$ cat config.mk
export PLATFORM = sky130hd
export DESIGN_NAME = ll_fifo_rr_drain_flat
export DESIGN_NICKNAME = d
export VERILOG_FILES = /design/src/rtl/ll_fifo_rr_drain_if.sv /design/src/rtl/ll_fifo_rr_drain.sv /design/src/flat_wrapper.sv
export SDC_FILE = /design/constraint.sdc
export NUM_CORES = 1
export LEC_CHECK = 0
export CORE_MARGIN = 3
export CORE_UTILIZATION = 50
export CTS_CLUSTER_DIAMETER = 30
export DETAILED_ROUTE_END_ITERATION = 6
export GPL_ROUTABILITY_DRIVEN = 0
export GPL_TIMING_DRIVEN = 0
export HOLD_SLACK_MARGIN = 0.05
export PLACE_DENSITY = 0.78
export SYNTH_ARGS = -nofsm -noshare
export SYNTH_HDL_FRONTEND = slang
export SYNTH_SLANG_ARGS = --single-unit
$ cat constraint.sdc
create_clock -name clk -period 2.85 [get_ports clk]
set_clock_uncertainty 0.2 [all_clocks]
set_input_delay 0.57 -clock clk [delete_from_list [all_inputs] [get_ports clk]]
set_output_delay 0.57 -clock clk [all_outputs]
set_load 0.1 [all_outputs]
$ cat src/rtl/ll_fifo_rr_drain_if.sv
// Pop-side and output-stream bundle for the round-robin drain scheduler.
// master = scheduler view, slave = fifo/consumer view.
interface ll_fifo_rr_drain_if #(
  parameter int WIDTH     = 8,
  parameter int NUM_FIFOS = 2,
  parameter int SEL_WIDTH = (NUM_FIFOS > 1) ? $clog2(NUM_FIFOS) : 1
);
  logic [NUM_FIFOS-1:0] empty;
  logic [WIDTH-1:0]     fifo_data;
  logic                 hold;
  logic                 pop;
  logic [SEL_WIDTH-1:0] pop_sel;
  logic                 out_valid;
  logic                 out_ready;
  logic [WIDTH-1:0]     out_data;
  logic [SEL_WIDTH-1:0] out_src;

  modport master (
    input  empty, fifo_data, hold, out_ready,
    output pop, pop_sel, out_valid, out_data, out_src
  );

  modport slave (
    output empty, fifo_data, hold, out_ready,
    input  pop, pop_sel, out_valid, out_data, out_src
  );
endinterface

$ cat src/rtl/ll_fifo_rr_drain.sv
// Weighted round-robin drain of a linked-list fifo bank into a
// 2-entry tagged valid/ready output buffer.
module ll_fifo_rr_drain #(
  parameter int WIDTH     = 8,
  parameter int NUM_FIFOS = 2,
  parameter int BURST     = 2,
  parameter int SEL_WIDTH = (NUM_FIFOS > 1) ? $clog2(NUM_FIFOS) : 1,
  parameter int CNT_WIDTH = $clog2(BURST + 1)
) (
  input  logic               clk,
  input  logic               rst,
  ll_fifo_rr_drain_if.master bus
);

  typedef enum logic {SCAN, STAY} state_e;

  state_e               state_q, state_d;
  logic [SEL_WIDTH-1:0] ptr_q, ptr_d;
  logic [CNT_WIDTH-1:0] cnt_q, cnt_d;
  logic [CNT_WIDTH-1:0] cnt_inc;
  logic [1:0]           count_q, count_d;
  logic [WIDTH-1:0]     dat_q [2];
  logic [SEL_WIDTH-1:0] src_q [2];
  logic                 wr_q, rd_q;

  logic [SEL_WIDTH-1:0] cand;
  logic [SEL_WIDTH-1:0] idx;
  logic                 found;
  logic                 pop_w;
  logic                 deq;
  logic                 stay_hit;
  logic                 new_grant;
  logic                 stay_drop;

  function automatic logic [SEL_WIDTH-1:0] inc_wrap(
    input logic [SEL_WIDTH-1:0] v
  );
    return (v == SEL_WIDTH'(NUM_FIFOS - 1)) ?
      '0 : v + SEL_WIDTH'(1);
  endfunction

  // First non-empty fifo at or after ptr, wrapping at NUM_FIFOS-1
  always_comb begin
    cand  = ptr_q;
    found = 1'b0;
    idx   = ptr_q;
    for (int k = 0; k < NUM_FIFOS; k++) begin
      if (!found && !bus.empty[idx]) begin
        cand  = idx;
        found = 1'b1;
      end
      idx = inc_wrap(idx);
    end
  end

  assign pop_w = !rst && !bus.hold && !count_q[1] && found;
  assign deq   = bus.out_valid && bus.out_ready;

  assign bus.pop       = pop_w;
  assign bus.pop_sel   = cand;
  assign bus.out_valid = (count_q != 2'd0);
  assign bus.out_data  = dat_q[rd_q];
  assign bus.out_src   = src_q[rd_q];

  assign cnt_inc   = cnt_q + CNT_WIDTH'(1);
  assign stay_hit  = pop_w && (state_q == STAY) &&
                     (cand == ptr_q);
  assign new_grant = pop_w && !stay_hit;
  assign stay_drop = !rst && !bus.hold && !pop_w &&
                     (state_q == STAY) && bus.empty[ptr_q];

  // Grant/burst next state; hold leaves everything frozen
  always_comb begin
    state_d = state_q;
    ptr_d   = ptr_q;
    cnt_d   = cnt_q;
    unique case (1'b1)
      stay_hit: begin
        if (cnt_inc == CNT_WIDTH'(BURST)) begin
          state_d = SCAN;
          ptr_d   = inc_wrap(ptr_q);
          cnt_d   = '0;
        end else begin
          cnt_d = cnt_inc;
        end
      end
      new_grant: begin
        if (BURST == 1) begin
          state_d = SCAN;
          ptr_d   = inc_wrap(cand);
          cnt_d   = '0;
        end else begin
          state_d = STAY;
          ptr_d   = cand;
          cnt_d   = CNT_WIDTH'(1);
        end
      end
      stay_drop: begin
        state_d = SCAN;
        ptr_d   = inc_wrap(ptr_q);
        cnt_d   = '0;
      end
      default: ;
    endcase
  end

  // Grant/burst state register
  always_ff @(posedge clk or posedge rst) begin
    if (rst) begin
      state_q <= SCAN;
      ptr_q   <= '0;
      cnt_q   <= '0;
    end else begin
      state_q <= state_d;
      ptr_q   <= ptr_d;
      cnt_q   <= cnt_d;
    end
  end

  // Occupancy: one push per pop, one release per handshake
  always_comb begin
    count_d = count_q + {1'b0, pop_w} - {1'b0, deq};
  end

  // Two-entry output buffer capturing {fifo_data, pop_sel}
  always_ff @(posedge clk or posedge rst) begin
    if (rst) begin
      for (int i = 0; i < 2; i++) begin
        dat_q[i] <= '0;
        src_q[i] <= '0;
      end
      wr_q    <= 1'b0;
      rd_q    <= 1'b0;
      count_q <= 2'd0;
    end else begin
      if (pop_w) begin
        dat_q[wr_q] <= bus.fifo_data;
        src_q[wr_q] <= cand;
        wr_q        <= ~wr_q;
      end
      if (deq) begin
        rd_q <= ~rd_q;
      end
      count_q <= count_d;
    end
  end

  a_no_empty_pop: assert property (
    @(posedge clk) disable iff (rst)
    !(pop_w && bus.empty[cand]));

  a_count_max: assert property (
    @(posedge clk) disable iff (rst)
    count_q != 2'd3);

  a_no_pop_full: assert property (
    @(posedge clk) disable iff (rst)
    !(pop_w && count_q == 2'd2));

endmodule

$ cat src/flat_wrapper.sv
// flat-port wrapper written by rule: the top's interface ports become plain ports
module ll_fifo_rr_drain_flat 
#(
  parameter int WIDTH     = 8,
  parameter int NUM_FIFOS = 2,
  parameter int BURST     = 2,
  parameter int SEL_WIDTH = (NUM_FIFOS > 1) ? $clog2(NUM_FIFOS) : 1,
  parameter int CNT_WIDTH = $clog2(BURST + 1)
)
  (clk, rst, bus_empty, bus_fifo_data, bus_hold, bus_out_ready, bus_pop, bus_pop_sel, bus_out_valid, bus_out_data, bus_out_src);
  ll_fifo_rr_drain_if #(.WIDTH(WIDTH), .NUM_FIFOS(NUM_FIFOS), .SEL_WIDTH(SEL_WIDTH)) bus_i ();
  input  logic clk;
  input  logic rst;
  input wire logic [$bits(bus_i.empty)-1:0] bus_empty;
  input wire logic [$bits(bus_i.fifo_data)-1:0] bus_fifo_data;
  input wire logic [$bits(bus_i.hold)-1:0] bus_hold;
  input wire logic [$bits(bus_i.out_ready)-1:0] bus_out_ready;
  output wire logic [$bits(bus_i.pop)-1:0] bus_pop;
  output wire logic [$bits(bus_i.pop_sel)-1:0] bus_pop_sel;
  output wire logic [$bits(bus_i.out_valid)-1:0] bus_out_valid;
  output wire logic [$bits(bus_i.out_data)-1:0] bus_out_data;
  output wire logic [$bits(bus_i.out_src)-1:0] bus_out_src;
  assign bus_i.empty = bus_empty;
  assign bus_i.fifo_data = bus_fifo_data;
  assign bus_i.hold = bus_hold;
  assign bus_i.out_ready = bus_out_ready;
  assign bus_pop = bus_i.pop;
  assign bus_pop_sel = bus_i.pop_sel;
  assign bus_out_valid = bus_i.out_valid;
  assign bus_out_data = bus_i.out_data;
  assign bus_out_src = bus_i.out_src;
  ll_fifo_rr_drain #(.WIDTH(WIDTH), .NUM_FIFOS(NUM_FIFOS), .BURST(BURST), .SEL_WIDTH(SEL_WIDTH), .CNT_WIDTH(CNT_WIDTH)) u_core (.clk(clk), .rst(rst), .bus(bus_i));
endmodule
==> results of run 1 <==
==> cell families after synthesis <==
| family | count (synthesis) | synth area share |
|---|---|---|
| adder cells (fa/ha/maj) | 2 | 0.01962 |
| multiplexers | 29 | 0.2846 |
| AND/OR/NAND/NOR | 17 | 0.09127 |
| flip-flops | 26 | 0.5103 |
| XOR/XNOR | 4 | 0.02748 |
| AO/OA/AOI/OAI | 9 | 0.04417 |
| buffers and inverters | 6 | 0.02257 |
==> layout by cell type, fill, tap and decap left out, types with 2 or more instances in the layout <==
| cell | instances |
|---|---|
| inv_1 | 3 |
| mux2_1 | 14 |
| o21ai_1 | 2 |
| ha_1 | 2 |
| nand2_1 | 3 |
| clkbuf_4 | 3 |
| mux2_2 | 4 |
| clkdlybuf4s50_1 | 13 |
| xnor2_1 | 3 |
| buf_4 | 2 |
| dfrtp_1 | 26 |
| and2_1 | 2 |
| nor2_1 | 3 |
| mux2_4 | 10 |
| clkdlybuf4s15_2 | 9 |
| a21oi_1 | 2 |
==> worst paths after layout <==
check	depth (start not counted)	startpoint	to
setup / recovery	5	rst	bus_pop
hold / removal	1	u_core.dat_q[0]	u_core.dat_q[0]
setup reg to reg	9	u_core.count_q[1]	u_core.count_q[1]
hold reg to reg	1	u_core.dat_q[0]	u_core.dat_q[0]
max in group asynchronous	2	rst	u_core.src_q[0]
min in group asynchronous	2	rst	u_core.ptr_q
==> worst reg2reg max path, stage by stage (launching register included) <==
cell	delay, ns
dfrtp_1	0.47
nor3_2	0.32
and2_1	0.19
buf_4	0.16
inv_4	0.06
ha_1	0.26
inv_1	0.04
ha_1	0.18
xnor2_1	0.16
xnor2_1	0.13
==> per-layer routing <==
layer / track usage / part of all wire
met1: 0.2217 / 0.42
met2: 0.2723 / 0.51
met3: 0.02759 / 0.050
met4: 0.08136 / 0.027
met5: 0 / 0
==> sequential cells by signal, indices dropped and copies added (netlist names) <==
register,cells
u_core.ptr_q,1
u_core.count_q,2
u_core.wr_q,1
u_core.rd_q,1
u_core.dat_q,16
u_core.src_q,2
u_core.state_q,1
u_core.cnt_q,2
==> per-stage QoR <==
step | worst slack, ns | cells | TNS [ns] | hold WS (ns)
after floorplan | 0.06868 | 93 | 0 | 0.2521
after global placement | -0.6286 | 146 | -1.815 | 0.2674
after detailed placement | -0.7576 | 146 | -2.045 | 0.2816
after CTS | 0.01418 | 149 | 0 | 0.3117
after global routing | 0.009165 | 148 | 0 | 0.3282
final | 0.07607 | 148 | 0 | 0.3017
==> cell type report <==
type	instances	area (um^2)	area share
flip-flops and latches	26	650.6	0.4091
clock buffers	3	22.52	0.01416
plain buffers	1	7.507	0.004721
well taps	28	35.03	0.02203
inverters	4	17.52	0.01101
multi-input cells	61	595.6	0.3745
repair buffers	25	261.5	0.1644
==> repair_timing <==
item	4_1_cts	5_1_grt
gates resized for setup	36	2
pin swaps	0	0
cloned	0	0
endpoints found under the setup margin	11	11
==> results.toml, run 1 <==
[logic_synthesis]
synth_common_cells = "dfrtp_1, mux2_1, mux2_4, mux2_2"
synth_most_common_cell = "dfrtp_1"
ys_async_sr_fraction = 1.000
synth_cells = 93
synth_edf_count = 0
synth_fp_nets = 109
ys_types = 31
synth_warnings = 0
yosys_register_bits = 26
seq_area_frac_synth = 0.5103
synth_ff_type = "dfrtp_1"
synth_top_area_frac = 0.5103
synth.avg_cell_area_um2 = 13.71
synth_area_leader_cell = "dfrtp_1"
syn_area_mm2 = 0.001275
synth_area_leaders = "dfrtp_1, mux2_1, mux2_4, mux2_2, xnor2_1"

[worst_setup_path]
cp_top_family = "buffers and inverters"
worst_path_max_delay_cell = "clkdlybuf4s50_1"
crit_top_cell = "buf_4"
endpoint_kind = "primary output"
worst_path_largest_cell_delay_ns = 0.49
crit_arrival_ns = 2.00
cp.required_ns = 2.08
cp_cell_sequence = "clkdlybuf4s50_1, nor3_2, and2_1, buf_4, buf_4"
regToRegSetupSlack_ns = 0.63
worst_setup_path_start_kind = "primary input"
crit_fanout = 4
crit_buf_inv = 3
timing_worst_setup_path_type = "primary input to primary output"

[global_routing]
grt_pass1_vias = 886
grt_pass1_wl_mm = 4.153
antenna_found_initial = 0
grtUsageTotal = 0.1698
overflow = 0
grt_max_degree = 27

[layout]
diodes = 0
fin_area_mm2 = 0.001590
nFillCells = 176
nets = 138
utilization = 0.6859
drive_gt1_frac = 0.2833
areaGrowthSynthToFinish_pct = 24.73

[routing]
wl_per_cell_um = 16.28
ant_nets = 0
drt_iter0_drc = 18
firstDrtPassIters = 6
route.detailed.drc = 2
via_count = 818
viasPerCell = 5.527
drt_wl_total_mm = 2.409

[sta]
fin_crit_sh = 0.9733
slew_headroom = 0.3447
period_needed_ns = 2.774
drv_slew = 0
fmax_mhz = 360.5
worst_pin_slew_ns = 0.9819
finalHoldViolCount = 0
setup_viol = 0
rsz0062_at_grt = "no"

[floorplanning]
num_io_pins = 26
core_area_mm2 = 0.002318
die_h_um = 56.50
initial_core_util = 0.5499
die_w_um = 56.50
dieArea_mm2 = 0.003192
rows = 17

[placement]
port-buffer-count = 25
hpwl_mm = 1.800
postPlaceCellArea_mm2 = 0.001560

[clock_network]
clock_latency_ns = 0.31
ctsHoldBuffers = 0
cts_buffer_depth = 2
cts_tree = "yes"
clkSlewWorstSetupHoldPaths_ns = 0.13
cts_root_buf = "clkbuf_4"
h-tree-depth = 1
numCtsBuffers = 3
clock-sinks = 26
cts_setup_buffers = 0

[run_status]
status = "complete, but fails checks"
failed_checks = "design-rule violations"

[flow_run]
drv_cap = 0

[min_path]
min_path_type = "flip-flop to flip-flop"
Power of run 1 is left out: the tool's default activity adds up to more than one toggle a clock period on the data nets, which glitch-free logic cannot reach.
==> inputs of run 2 (changes only) <==
--- a/config.mk
+++ b/config.mk
@@ -5,6 +5,7 @@
 export SDC_FILE = /design/constraint.sdc
 export NUM_CORES = 1
 export LEC_CHECK = 0
+export ABC_AREA = 1
 export CORE_MARGIN = 3
 export CORE_UTILIZATION = 50
 export CTS_CLUSTER_DIAMETER = 30
==> run 2 against run 1 <==
  * Fmax is 0.67% higher
  * Critical endpoint is now bus_out_valid
  * Wire length is 10% higher
  * Utilization is 2.0 points lower
  * Global-route usage is 1.5 points higher
  * The run now ends clean
  * Count of clock-buffer cells in the layout stayed put
  * Sequential share of layout area is 1.6 points higher
  * Setup slack better by 0.019 ns
  * Via count is 32% higher
  * Cell count is 45% higher
==> results.toml, run 2 <==
[run_status]
status = "completed"

[logic_synthesis]
synth_cells = 158
synth_ff_type = "dfrtp_1"
synth_area_leader_cell = "dfrtp_1"
synth_most_common_cell = "nand2_1"
ys_async_sr_fraction = 1.000
synth_area_leaders = "dfrtp_1, nand2_1, o21ai_0, inv_1, nor2_1"
synth_edf_count = 0
synth_warnings = 0
synth_fp_nets = 174
synth_common_cells = "nand2_1, dfrtp_1, inv_1, o21ai_0, nor2_1"
seq_area_frac_synth = 0.5133
ys_types = 22
syn_area_mm2 = 0.001267
synth_top_area_frac = 0.5133
yosys_register_bits = 26
synth.avg_cell_area_um2 = 8.022

[clock_network]
cts_buffer_depth = 2
clkSlewWorstSetupHoldPaths_ns = 0.13
ctsHoldBuffers = 0
h-tree-depth = 1
cts_root_buf = "clkbuf_4"
cts_setup_buffers = 0
clock_latency_ns = 0.31
numCtsBuffers = 3
clock-sinks = 26
postCtsResizedCells = 42
cts_tree = "yes"

[worst_setup_path]
crit_fanout = 2
crit_buf_inv = 1
timing_worst_setup_path_type = "flip-flop to primary output"
cp_top_family = "buffers and inverters"
endpoint_kind = "primary output"
worst_setup_path_start_kind = "flip-flop"
cp_cell_sequence = "or2_2, clkdlybuf4s50_1"
worst_path_max_delay_cell = "clkdlybuf4s50_1"
cp.required_ns = 2.08
worst_path_largest_cell_delay_ns = 0.97
crit_arrival_ns = 1.99

[global_routing]
overflow = 0
grt_max_degree = 27
grt_pass1_wl_mm = 4.650
grtUsageTotal = 0.1848
grt_pass1_vias = 1088
antenna_found_initial = 0

[sta]
drv_slew = 0
period_needed_ns = 2.755
worst_pin_slew_ns = 0.9635
fin_crit_sh = 0.9668
finalHoldViolCount = 0
rsz0062_at_grt = "no"
slew_headroom = 0.3557
fmax_mhz = 362.9
setup_viol = 0
tns_ns = 0

[layout]
most-common-layout-cells = "nand2_1, dfrtp_1, inv_1, o21ai_0, clkdlybuf4s50_1"
nets = 204
diodes = 0
largest_register_ffs = 16
areaGrowthSynthToFinish_pct = 20.63
top_register = "u_core.dat_q"
final_common_cell = "nand2_1"
drive_gt1_frac = 0.1398

[routing]
wl_met1_mm = 1.184
top_layer = "met4"
route.detailed.drc = 0
via_count = 1082
viasPerCell = 5.056
ant_nets = 0
drt_iter0_drc = 20
wl_met2_mm = 1.340
drt_wl_total_mm = 2.652
met3_length_um = 85
wl_per_cell_um = 12.39
firstDrtPassIters = 4

[floorplanning]
initial_core_util = 0.5517
dieArea_mm2 = 0.003175
num_io_pins = 26
die_h_um = 56.35
die_w_um = 56.35
core_area_mm2 = 0.002297
rows = 17

[min_path]
min_path_type = "flip-flop to flip-flop"

[placement]
hpwl_mm = 1.974
port-buffer-count = 25

[flow_run]
drv_cap = 0
## run 2: cell types whose count changed after synthesis, moves of 2 or more
cell,before,now
nand2_1,3,66
o21ai_0,1,17
inv_1,3,18
mux2_2,4,0
nor2_1,3,7
nor2_4,0,2
mux2_1,14,0
and2_1,2,0
o21ai_1,2,0
mux2_4,10,0
nand3_1,1,5
## run 2: metal layers
metal	GRT usage	vias up
met5	0	-
met4	0.06102	0
met3	0.03448	4
met2	0.3322	19
met1	0.2199	510
li1	-	549
## run 2: layout make-up
class,count,area [um^2]
buffer,3,20.02
fill,218,768.2
multi-input combinational,109,523.0
clock buffer,3,22.52
sequential,26,650.6
inverter,20,77.57
timing repair buffer,25,200.2
tap,28,35.03
## run 2: worst paths after layout
path | start | to | slack [ns] | cells after the start
min in group asynchronous | rst | u_core.cnt_q[1] | 0.65 | 2
hold / removal | u_core.dat_q[0] | u_core.dat_q[0] | 0.30 | 2
hold reg to reg | u_core.dat_q[0] | u_core.dat_q[0] | 0.30 | 2
max in group asynchronous | rst | u_core.dat_q[6] | 1.23 | 2
setup reg to reg | u_core.count_q[0] | u_core.count_q[1] | 0.94 | 8
setup / recovery | u_core.count_q[0] | bus_out_valid | 0.09 | 2
## run 2: logic make-up after synthesis
group / after synthesis / share of synthesized area
DFF: 26 / 0.5133
adders and majority gates: 2 / 0.01974
xor gates and xnor gates: 3 / 0.02073
and+or+nand+nor: 84 / 0.2863
AOI/OAI and AO/OA: 20 / 0.08292
buffers and inverters: 23 / 0.07699
## run 2: stage by stage
stage / setup WS, ns / util / instances / area [um^2] / hold WS, ns
2_1_floorplan: -0.5350 / - / 158 / 1271 / 0.2492
3_3_place_gp: -0.5203 / 0.6776 / 211 / 1556 / 0.2632
3_5_place_dp: -0.5384 / 0.6776 / 211 / 1556 / 0.2660
4_1_cts: 0.01277 / 0.6928 / 214 / 1592 / 0.2978
5_1_grt: 0.01056 / 0.6656 / 214 / 1529 / 0.3234
6_report: 0.09465 / 0.6656 / 214 / 1529 / 0.2954
## run 2: worst reg2reg max path, cell delays in order, from the launching register on
cell and delay, ns:
dfrtp_1 0.40, or2_2 0.30, nand2_1 0.10, inv_1 0.05, ha_1 0.26, inv_1 0.04
ha_1 0.17, xnor2_1 0.16, xor2_1 0.16
Power of run 2 is left out for the same reason.
